[config.mk]
export PLATFORM = sky130hd
export DESIGN_NAME = edl_delay_tuner
export DESIGN_NICKNAME = d
export VERILOG_FILES = /design/src/rtl/edl_delay_tuner.sv
export SDC_FILE = /design/constraint.sdc
export NUM_CORES = 1
export LEC_CHECK = 0
export CELL_PAD_IN_SITES_DETAIL_PLACEMENT = 0
export CELL_PAD_IN_SITES_GLOBAL_PLACEMENT = 1
export CORE_MARGIN = 8
export CORE_UTILIZATION = 45
export CTS_BUF_LIST = sky130_fd_sc_hd__clkbuf_2
export CTS_CLUSTER_DIAMETER = 60
export DETAILED_ROUTE_END_ITERATION = 10
export PLACE_DENSITY = 0.87
export SLEW_MARGIN = 0
export SYNTH_ARGS = -nofsm -noshare
export SYNTH_HDL_FRONTEND = slang
export SYNTH_SLANG_ARGS = --single-unit
[constraint.sdc]
create_clock -name clk -period 4.9 [get_ports clk]
set_input_delay 0.98 -clock clk [delete_from_list [all_inputs] [get_ports clk]]
set_output_delay 0.98 -clock clk [all_outputs]
set_load 0.05 [all_outputs]
[src/rtl/edl_delay_tuner.sv]
// edl_delay_tuner: windowed EDL error counter that steps a shared delay-line code via req/ack
module edl_delay_tuner #(
  parameter int NSTAGE     = 4,
  parameter int CODE_W     = 4,
  parameter int WINDOW     = 64,
  parameter int ERR_HI     = 3,
  parameter int QUIET_WIN  = 2,
  parameter int CODE_RESET = 8,
  parameter int CODE_MIN   = 1,
  parameter int CODE_MAX   = 15
) (
  input  logic              clk,
  input  logic              rst,
  input  logic              en,
  input  logic [NSTAGE-1:0] err,
  output logic              cfg_req,
  output logic [CODE_W-1:0] cfg_code,
  input  logic              cfg_ack,
  output logic [CODE_W-1:0] code_out,
  output logic [15:0]       err_total,
  input  logic              clr_stats,
  output logic              at_max,
  output logic              at_min,
  output logic              busy
);
  localparam int WC_W = $clog2(WINDOW + 1);
  localparam int QW = $clog2(QUIET_WIN + 1);
  localparam logic [WC_W-1:0] WIN_LAST = WC_W'(WINDOW - 1);
  localparam logic [QW-1:0] Q_LAST = QW'(QUIET_WIN);
  localparam logic [7:0] HI = 8'(ERR_HI);
  localparam logic [CODE_W-1:0] C_RST = CODE_W'(CODE_RESET);
  localparam logic [CODE_W-1:0] C_MIN = CODE_W'(CODE_MIN);
  localparam logic [CODE_W-1:0] C_MAX = CODE_W'(CODE_MAX);
  typedef enum logic [1:0] {IDLE, COUNT, DECIDE, APPLY} state_t;
  state_t state, state_nx;
  logic [WC_W-1:0] win_cnt;
  logic [7:0] win_err, pop, win_err_nx;
  logic [8:0] win_sum;
  logic [16:0] tot_sum;
  logic [QW-1:0] quiet_cnt, quiet_nx;
  logic hi, zero, up, dn;
  always_comb begin
    pop = '0;
    for (int i = 0; i < NSTAGE; i++) pop = pop + 8'(err[i]);
    win_sum = {1'b0, win_err} + {1'b0, pop};
    win_err_nx = win_sum[8] ? 8'hFF : win_sum[7:0];
    tot_sum = {1'b0, err_total} + {9'b0, pop};
    hi = win_err >= HI;
    zero = win_err == 8'd0;
    quiet_nx = quiet_cnt == Q_LAST ? quiet_cnt : quiet_cnt + 1'b1;
    up = hi && code_out < C_MAX;
    dn = zero && quiet_nx == Q_LAST && code_out > C_MIN;
  end
  always_ff @(posedge clk)
    state <= rst ? IDLE : state_nx;
  always_comb begin
    state_nx = state;
    case (state)
      IDLE:    state_nx = en ? COUNT : IDLE;
      COUNT:   state_nx = !en ? IDLE : win_cnt == WIN_LAST ? DECIDE : COUNT;
      DECIDE:  state_nx = (up || dn) ? APPLY : COUNT;
      APPLY:   state_nx = !cfg_ack ? APPLY : en ? COUNT : IDLE;
      default: state_nx = IDLE;
    endcase
  end
  always_comb begin
    busy = state != IDLE;
    at_max = code_out == C_MAX;
    at_min = code_out == C_MIN;
  end
  always_ff @(posedge clk) begin
    if (rst) begin
      win_cnt <= '0;
      win_err <= '0;
      quiet_cnt <= '0;
      code_out <= C_RST;
      cfg_code <= C_RST;
      cfg_req <= 1'b0;
      err_total <= '0;
    end else begin
      err_total <= clr_stats ? 16'(pop) : tot_sum[16] ? 16'hFFFF : tot_sum[15:0];
      case (state)
        COUNT: begin
          win_cnt <= en ? win_cnt + 1'b1 : '0;
          win_err <= en ? win_err_nx : '0;
        end
        DECIDE: begin
          win_cnt <= '0;
          win_err <= '0;
          quiet_cnt <= (zero && !dn) ? quiet_nx : '0;
          cfg_req <= up || dn;
          if (up) cfg_code <= code_out + 1'b1;
          else if (dn) cfg_code <= code_out - 1'b1;
        end
        APPLY: begin
          if (cfg_ack) code_out <= cfg_code;
          if (cfg_ack) cfg_req <= 1'b0;
        end
        default: begin
          win_cnt <= '0;
          win_err <= '0;
        end
      endcase
    end
  end
endmodule

==> metrics.md <==
| Metric | Value |
|---|---|
| Worst Tran Pin Value | 0.691 ns |
| Synth unique cells | 48 |
| WP data required | 5.23 ns |
| End of the critical path | err_total[1]$_SDFF_PP0_ |
| Worst VDD drop | 142 µV |
| CTS Hold Buffers Added | 0 |
| Area fraction of the dominant cell type after synthesis | 0.353 |
| Worst r2r path cells | 8 |
| Largest cells by area after synthesis | dfxtp_1 35%, a21oi_1 7.2%, ha_1 6.0% |
| Routability cong. | 0.818 |
| Max-cap violations | 0 |
| Clock latency on the worst-skew pair | 0.40 ns |
| CTS tree | done |
| Post-CTS Resized | 0 |
| Critical Path AT | ~4.2 ns |
| Status | finished, final reports clean |
| RR Endpoint | err_total[1]$_SDFF_PP0_ |
| Critical path endpoint category | flop |
| Final setup fails | 0 |
| I/O Buffers | 36 |
| Worst Hold Launch | quiet_cnt[0]$_SDFFE_PP0P_ |
| Worst Slack Setup Final | 0.997 ns |
| DR WL/cell | 13.7 µm |
| Critical path launch point | err[0] |
| Global-route layer with the greatest usage | met2 |
| First-pass GRT wire length | about 10000 µm |
| Syn Nets | 326 |
| Clock slew at reported path FFs | 0.22 ns |
| Area grow syn2layout | 17.4% |
| Largest net degree at the start of global routing | 20 |
| Setup crit start kind | input port |
| HP Class | flop to flop |
| Unrepaired setup endpoints after global routing | false |
| Post-synthesis register bit count | 44 |
| Ant diodes | 0 |
| Hold Path Cell Cnt | 2 |
| Detail Route Antenna Nets | 0 |
| Number of synthesized flops with an enable pin | 0 |
| TNS Setup | 0 ns |
| Final wirelength | 5560 µm |
| Count leader, synth | dfxtp_1 |
| R2R setup slack | between 2 and 3 ns |
| Pre-CTS WS | 0.550 ns |
| Total grt overflow | 0 |
| Vias in the first global route | about 2,100 |
| GR Layer Usage met2 | 0.224 |
| H-tree levels | 2 |
| Final Net Count | 358 |
| Die H | 90.5 µm |
| Relative slew slack | 0.534 |
| Lkg Pwr | 1.02 nW |
| Fin util | 0.539 |
| Max-slew violations | 0 |
| Via/cell ratio | 5.48 |
| Num ports | 37 |
| Rows | 27 |
| Post-CTS Setup Inserts | 0 |
| Syn avg cell area | roughly 8.3 µm² |
| Initial drt markers | 98 |
| Drt first pass iters | 4 |
| Warnings, synthesis | 0 |
| Ys async rst share | 0 |
| Detailed-route via count | between 2,000 and 2,500 |
| Initial core utilization | 0.459 |
| Die area | 0.00819 mm² |
| Hold Fails Final Rpt | 0 |
| Fin crit share | 0.797 |
| Synth top cells by count | 44 x dfxtp_1, 36 x a21oi_1, 23 x nor2_1 |
| Most used flip-flop cell after synthesis | dfxtp_1 |
| M3 GR Usage | 0.0316 |
| Pwr dens | 214 mW/mm² |
| Share of cells above drive strength 1 | 0.0597 |
| Core area | 0.00544 mm² |
| Post-synth top area cell | dfxtp_1 |
| CTS Buffer Depth | 2 |
| Seq/Total Area, Yosys | 0.353 |
| Final Non-Filler Cells | slightly above 400 |
| Die width | 90.5 µm |
| Crit Path Class | input port to flop |
| Mapped Cells | 302 |
| Final Skew | 0.00574 ns |
| GRT Resource Usage Total | 0.143 |
| Root buf cell | clkbuf_2 |
| M1 GR Usage | 0.186 |
| CTS Sinks | 44 |
| Fin crit period | just under 4 ns |
| HPWL after DPL | 4160 µm |
| F_max | 256 MHz |
| Cell total after placement | 399 |
| Crit Path Max Fanout | 13 |
| DRC | 0 |
| Worst r2r src | err_total[0]$_SDFF_PP0_ |
| Synthesized cell area | 0.00250 mm² |
| Antenna violations before repair | 0 |
| CTS Buf Count | 5 |
layout by cell type, fill, tap and decap left out, types with 6 or more instances in the layout:
master	Yosys	final
o21ai_0	15	15
and2_1	6	6
clkdlybuf4s50_1	0	36
inv_1	18	18
a21oi_1	36	36
nor2_1	23	23
clkbuf_2	0	6
ha_1	12	12
dfxtp_1	44	44
xor2_1	10	10
nand3_1	21	21
and3_1	10	10
nand4_1	6	6
nor3_1	10	10
nand2_1	18	18
sequential cells by signal (all words and copies together), names as in the netlist:
register   flops
win_cnt        7
cfg_req        1
quiet_cnt      2
err_total     16
code_out       4
state          2
cfg_code       4
win_err        8
how the worst min path moves through the flow:
stage / end
final: quiet_cnt[0]$_SDFFE_PP0P_
after CTS: quiet_cnt[0]$_SDFFE_PP0P_
after global placement: quiet_cnt[0]$_SDFFE_PP0P_
after global routing: quiet_cnt[0]$_SDFFE_PP0P_
after detailed placement: quiet_cnt[0]$_SDFFE_PP0P_
after floorplan: quiet_cnt[0]$_SDFFE_PP0P_
cell type report:
cell class                      count  area, µm²
Fill cell                         556       2500
Sequential cell                    44        881
Inverter                           18       67.6
Tap cell                           72       90.1
Clock buffer                        6       30.0
Clock inverter                      2       11.3
Multi-Input combinational cell    228       1490
Timing Repair Buffer               37        368
layer usage:
layer | vias up | wire length (µm)
met5 | - | 0
met4 | 0 | 82
met3 | 9 | 189
met2 | 31 | 2520
met1 | 1048 | 2770
li1 | 1142 | -
per-stage QoR:
stage | total power (W) | hold WS (ns) | area (µm²)
CTS | 0.000636 | 0.478 | 2930
global route | 0.000666 | 0.514 | 2930
detailed placement | 0.000482 | 0.454 | 2890
finish | 0.000629 | 0.472 | 2930
floorplan | 0.000451 | 0.432 | 2500
global placement | 0.000481 | 0.441 | 2890
critical path, stage by stage:
cell and delay [ns]:
clkdlybuf4s50_1 0.43, fa_1 0.52, ha_1 0.20, ha_1 0.32
inv_1 0.10, fa_1 0.45, nor3b_1 0.21, a21o_1 0.18
nand3_1 0.12, or2_2 0.44, a221oi_1 0.26
report_power, final:
part | switching (W) | internal, W | leakage, nW
Combinational | 0.0000612 | 0.0000418 | 0.639
Clock | 0.000119 | 0.0000356 | 0.0266
Sequential | 0.00000734 | 0.000364 | 0.355
kinds of logic after synthesis:
family          count (synthesis)  share of synthesized area
simple gates                  114                      0.240
compound gates                 79                      0.198
flops                          44                      0.353
buf+inv                        30                     0.0526
xor+xnor                       15                     0.0526
fa+ha+maj                      15                     0.0841
mux                             5                     0.0205
Power figures use the tool's default switching activity.
